### src/rtl/uart_rx_core.sv
// UART receiver core: 16x oversampled 8N1 receiver with a single-entry
// holding register and a valid/ready handshake on the byte output.
module uart_rx_core #(
  parameter int CLK_FREQ = 50_000_000,
  parameter int BAUD     = 115200
) (
  input  logic       clk,
  input  logic       reset,
  input  logic       RxD,
  output logic [7:0] RxData,
  output logic       valid_rx,
  input  logic       rx_ready,
  output logic       frame_err,
  output logic       overrun,
  output logic       busy
);

  localparam int DIV = CLK_FREQ / (BAUD * 16);
  localparam int CW  = (DIV > 1) ? $clog2(DIV) : 1;
  localparam logic [CW-1:0] DIV_LAST = CW'(DIV - 1);

  typedef enum logic [1:0] {IDLE, START, DATA, STOP} state_t;

  state_t      state_q, state_d;
  logic        rxd_meta_q, rxd_sync_q;
  logic [CW-1:0] tick_cnt_q;
  logic [3:0]  samp_cnt_q;
  logic [2:0]  bit_idx_q;
  logic [2:0]  smp_q;          // samples taken at counts 7, 8, 9
  logic [7:0]  shift_q;
  logic [7:0]  rx_data_q, rx_data_d;
  logic        valid_q, valid_d;
  logic        ferr_q, ferr_d;
  logic        ovr_q, ovr_d;

  logic        tick;
  logic        maj_buf, maj_stop;
  logic        start_det, bit_end, deliver, frame_bad;

  assign tick     = (tick_cnt_q == DIV_LAST);
  assign maj_buf  = (smp_q[0] & smp_q[1]) | (smp_q[0] & smp_q[2]) | (smp_q[1] & smp_q[2]);
  // The stop decision happens on the count-9 tick itself, so the third
  // sample is the live synchronized line rather than the stored copy.
  assign maj_stop = (smp_q[0] & smp_q[1]) | (smp_q[0] & rxd_sync_q) | (smp_q[1] & rxd_sync_q);

  // Next-state logic and output-stage decisions.
  always_comb begin
    state_d   = state_q;
    start_det = 1'b0;
    bit_end   = 1'b0;
    deliver   = 1'b0;
    frame_bad = 1'b0;
    rx_data_d = rx_data_q;
    valid_d   = valid_q;
    ferr_d    = 1'b0;
    ovr_d     = 1'b0;

    case (state_q)
      IDLE: begin
        if (!rxd_sync_q) begin
          state_d   = START;
          start_det = 1'b1;
        end
      end
      START: begin
        if (tick && samp_cnt_q == 4'd15) begin
          state_d = maj_buf ? IDLE : DATA;
        end
      end
      DATA: begin
        if (tick && samp_cnt_q == 4'd15) begin
          bit_end = 1'b1;
          if (bit_idx_q == 3'd7) state_d = STOP;
        end
      end
      STOP: begin
        if (tick && samp_cnt_q == 4'd9) begin
          state_d = IDLE;
          if (maj_stop) deliver = 1'b1;
          else          frame_bad = 1'b1;
        end
      end
      default: state_d = IDLE;
    endcase

    // A consumer transfer frees the holding register this cycle.
    if (valid_q && rx_ready) valid_d = 1'b0;

    if (deliver) begin
      if (!valid_q || rx_ready) begin
        rx_data_d = shift_q;
        valid_d   = 1'b1;
      end else begin
        ovr_d = 1'b1;
      end
    end
    ferr_d = frame_bad;
  end

  // FSM state register.
  always_ff @(posedge clk or negedge reset) begin
    if (!reset) state_q <= IDLE;
    else        state_q <= state_d;
  end

  // Two-flop synchronizer for the asynchronous serial line.
  always_ff @(posedge clk or negedge reset) begin
    if (!reset) begin
      rxd_meta_q <= 1'b1;
      rxd_sync_q <= 1'b1;
    end else begin
      rxd_meta_q <= RxD;
      rxd_sync_q <= rxd_meta_q;
    end
  end

  // Oversample tick divider and sample counter, realigned at each start edge.
  always_ff @(posedge clk or negedge reset) begin
    if (!reset) begin
      tick_cnt_q <= '0;
      samp_cnt_q <= 4'd0;
    end else if (start_det) begin
      tick_cnt_q <= '0;
      samp_cnt_q <= 4'd0;
    end else begin
      tick_cnt_q <= tick ? '0 : tick_cnt_q + CW'(1);
      if (tick && state_q != IDLE) samp_cnt_q <= samp_cnt_q + 4'd1;
    end
  end

  // Mid-bit samples, bit index and LSB-first shift register.
  always_ff @(posedge clk or negedge reset) begin
    if (!reset) begin
      smp_q     <= 3'b000;
      bit_idx_q <= 3'd0;
      shift_q   <= 8'h00;
    end else begin
      if (tick && state_q != IDLE) begin
        case (samp_cnt_q)
          4'd7:    smp_q[0] <= rxd_sync_q;
          4'd8:    smp_q[1] <= rxd_sync_q;
          4'd9:    smp_q[2] <= rxd_sync_q;
          default: ;
        endcase
      end
      if (state_q == START)  bit_idx_q <= 3'd0;
      else if (bit_end)      bit_idx_q <= bit_idx_q + 3'd1;
      if (bit_end) shift_q <= {maj_buf, shift_q[7:1]};
    end
  end

  // Holding register and one-cycle status pulses.
  always_ff @(posedge clk or negedge reset) begin
    if (!reset) begin
      rx_data_q <= 8'h00;
      valid_q   <= 1'b0;
      ferr_q    <= 1'b0;
      ovr_q     <= 1'b0;
    end else begin
      rx_data_q <= rx_data_d;
      valid_q   <= valid_d;
      ferr_q    <= ferr_d;
      ovr_q     <= ovr_d;
    end
  end

  assign RxData    = rx_data_q;
  assign valid_rx  = valid_q;
  assign frame_err = ferr_q;
  assign overrun   = ovr_q;
  assign busy      = (state_q != IDLE);

endmodule

### config.mk
export PLATFORM = sky130hd
export DESIGN_NAME = uart_rx_core
export DESIGN_NICKNAME = d
export VERILOG_FILES = /design/src/rtl/uart_rx_core.sv
export SDC_FILE = /design/constraint.sdc
export NUM_CORES = 1
export LEC_CHECK = 0
export ABC_AREA = 1
export CAP_MARGIN = 5
export CORE_MARGIN = 4
export CORE_UTILIZATION = 55
export DETAILED_ROUTE_END_ITERATION = 12
export PLACE_DENSITY = 0.77
export SLEW_MARGIN = 20
export SYNTH_ARGS = -nofsm -noshare
export SYNTH_HDL_FRONTEND = slang
export SYNTH_SLANG_ARGS = --single-unit
### constraint.sdc
create_clock -name clk -period 2.4 [get_ports clk]
set_input_delay 0.72 -clock clk [delete_from_list [all_inputs] [get_ports clk]]
set_output_delay 0.72 -clock clk [all_outputs]
set_load 0.005 [all_outputs]
; Word-level counts from Yosys, hierarchy flattened
; Cells that the tools add are included.
[totals]
regBits = 38
input_bits = 4
elab_cells = 83
[op_classes]
addsub = 3
n_eq_ne = 14
muxes = 28
bitwise_logic = 9
reduce_logical = 15
[ops]
columns = operator, count
row1 = $mux 1, 15
row2 = $eq 4x4->1 const B, 3
row3 = $mux 2, 6
row4 = $mux 5, 2
row5 = $ne 2x2->1 const B, 5
row6 = $mux 4, 2
row7 = $pmux 2 s4, 1
row8 = $reduce_and 2->1, 4
row9 = $mux 3, 2
row10 = $reduce_bool 2->1, 3
row11 = $add 5x1->5 const B, 1
row12 = $and 1x1->1, 5
row13 = $eq 5x5->1 const B, 1
row14 = $reduce_and 5->1, 1
row15 = $add 4x1->4 const B, 1
row16 = $eq 2x2->1 const B, 2
row17 = $eq 4x3->1 const B, 1
row18 = $logic_and 1x1->1, 4
row19 = $or 1x1->1, 4
row20 = $add 3x1->3 const B, 1
row21 = $eq 3x3->1 const B, 1
row22 = $eq 2x1->1 const B, 1
row23 = $logic_not 2->1, 1
row24 = $logic_not 1->1, 1
row25 = $logic_or 1x1->1, 1

; Longest topological paths before layout
; Gate-level depths: netlist (run 1).
[depth]
depth_word = 7
ltp_mapped = 10

; Worst setup path after synthesis (run 1)
; No wires, ideal clock.
[synth_path]
path_kind = reg-to-reg
start = register tick_cnt_q[0]
end = register rx_data_q[1] (netlist: RxData[1])
setup_time_ns = 0.117
t_arrival_ns = 1.360
setup_slack_ns = 0.923
stages_incl_launch_ff = 11
cell_sequence = dfrtp_1 > inv_1 > ha_1 > nand2_1 > nor2_4 > nand2_2 > nor2_4 > nand3_4 > buf_6 > nand2_2 > o21ai_2
[synth_between]
elab_chain_len = 5
[synth_rtl]
columns = item, line
row1 = "start, declared", 26  ; logic [CW-1:0] tick_cnt_q;
row2 = "start signal, assigned", 126  ; tick_cnt_q <= tick ? '0 : tick_cnt_q + CW'(1);
row3 = $eq 5x5->1, 40  ; assign tick = (tick_cnt_q == DIV_LAST);
row4 = $logic_and 1x1->1, 77  ; if (tick && samp_cnt_q == 4'd9) begin
row5 = $mux 1, 77
row6 = $mux 1, 58  ; case (state_q)
row7 = $reduce_and 2->1 (no line), --
row8 = "end signal, assigned", 160  ; rx_data_q <= rx_data_d;
row9 = "end, declared", 31  ; logic [7:0] rx_data_q, rx_data_d;
; No other way between the ends.
; A chain may end at the register's enable or synchronous reset.

; Final worst setup path (run 1)
[layout_path]
start = register state_q[0]
end = output port busy
[layout_between]
elab_chain_len = 1
[layout_rtl]
columns = item, line
row1 = "start, declared", 24  ; state_t state_q, state_d;
row2 = "start signal, assigned", 103  ; else state_q <= state_d;
row3 = $reduce_bool 2->1, 171  ; assign busy = (state_q != IDLE);
row4 = "end, declared", 15  ; output logic busy
; No other way between the ends.

==> flow_summary.ini, run 1 <==
[pwr]
p_sw_mw = 0.2210
comb_power_share = 0.015
seq_power_share = 0.591
pwr_density_cell_nw_per_um2 = 545.2
p_leak_nw = 0.9163
sw_frac_of_total = 0.2030
power_frac_clock = 0.393
vdd_drop_max_mv = 0.3847
intPower_mw = 0.8677

[critical_path]
cp_slowest_stage_delay_ns = 0.46
crit_slowest_cell = dfrtp_1
cp-start-kind = flip-flop
critPathKind = flip-flop to primary output
r2r_setup_slack_ns = 0.71
critPathCaptureType = primary output
crit_required_ns = 1.68
cp.arrival_ns = 1.53
r2r-end = smp_q[0]
r2r_start = tick_cnt_q[0]
path_cells = nor2_2, inv_1, clkdlybuf4s50_1
rr_worst_depth = 7
crit_fanout = 6
crit_start = state_q[0]

[timing]
finalClockSkew_ns = 0.01010
max_freq_ghz = 0.4441
worstMarginPinSlew_ns = 0.7980
fin_crit_sh = 0.9381
finalHoldViolCount = 0
slew_headroom = 0.4680
layout_min_cycle_time_ns = 2.252
setup-tns-final_ns = 0
rsz0062_at_grt = false
setup_violations = 0
slew_violations = 0

[finish]
stdcell_area_um2 = 1997
fin_util = 0.6541
drive_gt1_frac = 0.1456
num_antenna_cells = 0
fin_cells = 250
nets = 216
syn2layout_area_growth_pct = 14.66

[grt]
grt_max_degree = 39
first_global_vias = 1217
grt_usage = 0.1599
grt_antenna_before_repair = 0
grt_overflow = 0
grt_first_pass_wirelength_mm = 5.092

[place]
port_buffers = 15
place_inst = 242
dpl_cell_area_um2 = 1919
gp_congestion = 0.8013
hpwl_mm = 2.114

[logic_synthesis]
synth_most_common_cell = nand2_1
syn-cell-area_um2 = 1742
synth_area_leader_cell = dfrtp_1
synth_edf_count = 0
seq_area_frac_synth = 0.5474
ys_top_cells_by_count = nand2_1, dfrtp_1, inv_1, o21ai_0, nor2_1
syn_avg_cell_area_um2 = 9.414
syn_inst = 185
ys.flop_type = dfrtp_1
syn_nets = 196
yosysWarnings = 0
ys_seq_elements = 38
synth_top_area_share = 0.5172
synthTopCellsByArea = dfrtp_1, nand2_1, inv_1
async_flop_share = 1.000
ys_types = 25

[floorplanning]
num_io_pins = 16
rows = 20
initial_core_util = 0.5705
fp.dieW_um = 64.28
core_um2 = 3053
fp.dieH_um = 64.28
die-area_um2 = 4131

[clock_network]
clk-insertion-delay-late_ns = 0.34
cts_root_buffer = clkbuf_4
cts_num_sinks = 38
cts.reportedPaths.clkPinSlew_ns = 0.11
cts_htree_levels = 2
cts_buffer_depth = 2
tritoncts = yes
post_cts_buffers = 0
cts_resized = 0
numCtsBuffers = 5
cts_hold_buf = 0

[route]
vias = 1272
avgRoutedWirePerCell_um = 12.04
wl_mm = 3.010
final_antenna_net_count = 0
drc = 0
dr.pass1.iters = 4
drt_iter0_drc = 97
viasPerCell = 5.088

[hold_path]
hold_path.startpoint = rxd_meta_q
hold_path_depth = 0
min_to = rxd_sync_q
min_path_type = flip-flop to flip-flop

[outcome]
status = complete, no violations

[job]
maxCapViolations = 0
[cells in the final DEF (no fill, tap or decap), types with 2 or more instances in the layout]
cell type,synthesis,final
nor2_2,2,3
clkbuf_4,0,5
clkbuf_1,0,2
o21ai_2,8,8
a21oi_1,4,4
xor2_1,2,2
dfrtp_1,36,36
nand4_1,5,5
inv_2,2,2
inv_1,24,24
nand2_1,45,45
nand3_1,6,6
dfstp_2,2,2
clkdlybuf4s50_1,0,14
nor2_4,2,2
o22ai_1,2,2
nor2_1,12,11
ha_1,7,7
nand2_2,4,4
o21ai_0,13,13
[metrics by stage]
step | setup slack [ns] | power, mW | hold WS, ns
after floorplan | 0.9230 | 0.6571 | 0.3452
after global placement | 0.5077 | 0.6732 | 0.3468
after detailed placement | 0.4652 | 0.6742 | 0.3468
after CTS | 0.07479 | 1.092 | 0.3631
after global routing | 0.06915 | 1.120 | 0.3653
final | 0.1485 | 1.089 | 0.3627
[critical path: cells and delay by family, from the launching register on]
family        cells  cell delay, ns
simple gates      1            0.22
buf+inv           2            0.50
flops             1            0.46
[registers in the layout, indices dropped and copies added, names as in the netlist, named ones only]
register,flops
bit_idx_q,3
state_q,1
overrun,1
RxData,8
rxd_meta_q,1
rxd_sync_q,1
frame_err,1
shift_q,8
smp_q,3
valid_rx,1
samp_cnt_q,4
tick_cnt_q,5
[power groups by stage]
stage | Sequential (mW) | Combinational, mW | Clock (mW)
6_report | 0.644 | 0.0168 | 0.428
4_1_cts | 0.644 | 0.0182 | 0.430
3_5_place_dp | 0.656 | 0.0182 | 0
5_1_grt | 0.644 | 0.0205 | 0.456
2_1_floorplan | 0.656 | 0.00114 | 0
3_3_place_gp | 0.656 | 0.0173 | 0
[cell families (layout without fill, tap and decap cells)]
| logic type | Yosys count | in the layout | share of synthesized area |
|---|---|---|---|
| buf+inv | 28 | 49 | 0.06897 |
| flops | 38 | 38 | 0.5474 |
| fa+ha+maj | 7 | 7 | 0.05029 |
| compound gates | 29 | 29 | 0.1034 |
| simple gates | 80 | 80 | 0.2148 |
| xor+xnor | 3 | 3 | 0.01509 |
[routing by layer]
metal | wire length, µm | track usage
met1 | 1365 | 0.1912
met2 | 1443 | 0.2629
met3 | 138 | 0.04218
met4 | 63 | 0.08443
met5 | 0 | 0
[area by class of cell]
type	count	area (µm²)
Clock buffer	7	45.04
Inverter	26	97.59
Clock inverter	1	30.03
Fill cell	269	1056
Sequential cell	38	953.4
Timing Repair Buffer	15	145.1
Multi-Input combinational cell	119	670.6
Tap cell	44	55.05
[how the worst max path moves through the flow]
stage,slack [ns],end,cells after the start
floorplan,0.92,RxData[1],10
global placement,0.51,busy,3
detailed placement,0.47,busy,3
CTS,0.07,busy,3
global route,0.07,busy,3
finish,0.15,busy,3
Power figures use the tool's default switching activity.
==> run 2, diff against run 1 <==
SLEW_MARGIN = 10   (was 20)
==> results of run 2 <==
No change in the layout: final DEF, timing and power equal those of run 1.
==> run 3, diff against run 2 <==
CELL_PAD_IN_SITES_DETAIL_PLACEMENT = 0   (was not set)
CELL_PAD_IN_SITES_GLOBAL_PLACEMENT = 2   (was not set)
CORE_UTILIZATION = 38   (was 55)
PLACE_DENSITY = not set   (was 0.77)
PLACE_DENSITY_LB_ADDON = 0.1   (was not set)
==> run 3 against run 2 <==
  * Combinational power is 20% higher
  * Maximum frequency up 1.2%
  * Global-route usage fell by 3.3 points
  * Sequential share of layout area down 1.3 points
  * Core utilization decreased by 19 points
  * Total power is 9.0% higher
==> flow_summary.ini, run 3 (same netlist as run 1, synthesis figures left out) <==
[finish]
final-seq-area_um2 = 953.4
nets = 218
fin_util = 0.4678
syn2layout_area_growth_pct = 17.74
fillers = 425
stdcell_area_um2 = 2051
num_antenna_cells = 0
final_common_cell = nand2_1
final_cell_mix = nand2_1, dfrtp_1, inv_1, clkdlybuf4s50_1, o21ai_0
multiInputGateArea_um2 = 668.1
drive_gt1_frac = 0.1490

[grt]
grt_antenna_before_repair = 0
grt_usage = 0.1266
grt_first_pass_wirelength_mm = 5.354
first_global_vias = 1190
grt_max_degree = 27
grt_overflow = 0

[timing]
setup-tns-final_ns = 0
fin_crit_sh = 0.9271
slew_headroom = 0.6110
rsz0062_at_grt = false
layout_min_cycle_time_ns = 2.225
worstMarginPinSlew_ns = 0.5835
setup_ws_ns = 0.1749
setup_violations = 0
finalHoldViolCount = 0
slew_violations = 0
max_freq_ghz = 0.4494
finalClockSkew_ns = 0.005576
worst_hold_slack_ns = 0.3578

[critical_path]
crit_fanout = 6
crit_required_ns = 1.68
cp-start-kind = flip-flop
cp.arrival_ns = 1.51
critPathCaptureType = primary output
critPathKind = flip-flop to primary output

[clock_network]
cts_buffer_depth = 2
numCtsBuffers = 5
tritoncts = yes
cts_num_sinks = 38
cts.reportedPaths.clkPinSlew_ns = 0.07
cts_root_buffer = clkbuf_8
clk-insertion-delay-late_ns = 0.28
cts_htree_levels = 2
post_cts_buffers = 0
cts_hold_buf = 0
cts_resized = 0

[pwr]
vdd_drop_max_mv = 0.3021
pwr_density_cell_nw_per_um2 = 578.8
p_leak_nw = 0.9394

[route]
drt_iter0_drc = 46
vias = 1234
final_antenna_net_count = 0
drc = 0
viasPerCell = 4.746
wl_mm = 3.066
avgRoutedWirePerCell_um = 11.79
dr.pass1.iters = 4

[floorplanning]
num_io_pins = 16
die-area_um2 = 5730
rows = 24
fp.dieH_um = 75.70
core_um2 = 4384
fp.dieW_um = 75.70
initial_core_util = 0.3973

[place]
hpwl_mm = 2.286
dp_slack_ns = 0.4793
gp_congestion = 0.8049
dpl_cell_area_um2 = 1944
port_buffers = 15

[job]
maxCapViolations = 0

[outcome]
status = complete, no violations

[hold_path]
min_path_type = flip-flop to flip-flop
run 3: changes by cell type in the layout (fill, tap and decap cells not counted):
| cell | delta |
|---|---|
| buf_4 | +2 |
| clkbuf_4 | -5 |
| clkbuf_8 | +5 |
| nor2_2 | -1 |
| nor2_1 | +1 |
run 3: routing by layer:
layer,share of wire,GRT usage
met3,0.055,0.03958
met2,0.47,0.2004
met4,0.017,0.04660
met1,0.45,0.1632
met5,0,0
run 3: layout make-up:
cell class,instances,area share
tap,52,0.03173
inverter,26,0.04759
clock inverter,1,0.01464
multi-input combinational,119,0.3258
timing repair buffer,17,0.07810
clock buffer,7,0.03722
sequential,38,0.4649
run 3: final timing paths:
check                              start    endpoint  slack, ns  cells past startpoint
min in group asynchronous          reset    valid_rx       0.43                      1
setup reg to reg           tick_cnt_q[0]   RxData[3]       0.70                      9
hold / removal                rxd_meta_q  rxd_sync_q       0.36                      0
max in group asynchronous          reset  shift_q[1]       1.44                      2
setup / recovery              state_q[0]        busy       0.17                      3
hold reg to reg               rxd_meta_q  rxd_sync_q       0.36                      0
run 3: where the power goes:
group	switching [mW]	internal (mW)	total, mW
clock network	0.212	0.311	0.523
logic	0.0144	0.00574	0.0201
registers	0.000663	0.643	0.644
total	0.227	0.960	1.19
run 3: through the flow:
stage	cells	power (mW)
floorplan	185	0.6571
global placement	252	0.6766
detailed placement	252	0.6775
CTS	260	1.206
global route	260	1.230
finish	260	1.187
run 3: critical path, stage by stage, from the launching register on:
cell,delay (ns)
dfrtp_1,0.43
nor2_1,0.27
inv_1,0.07
clkdlybuf4s50_1,0.45
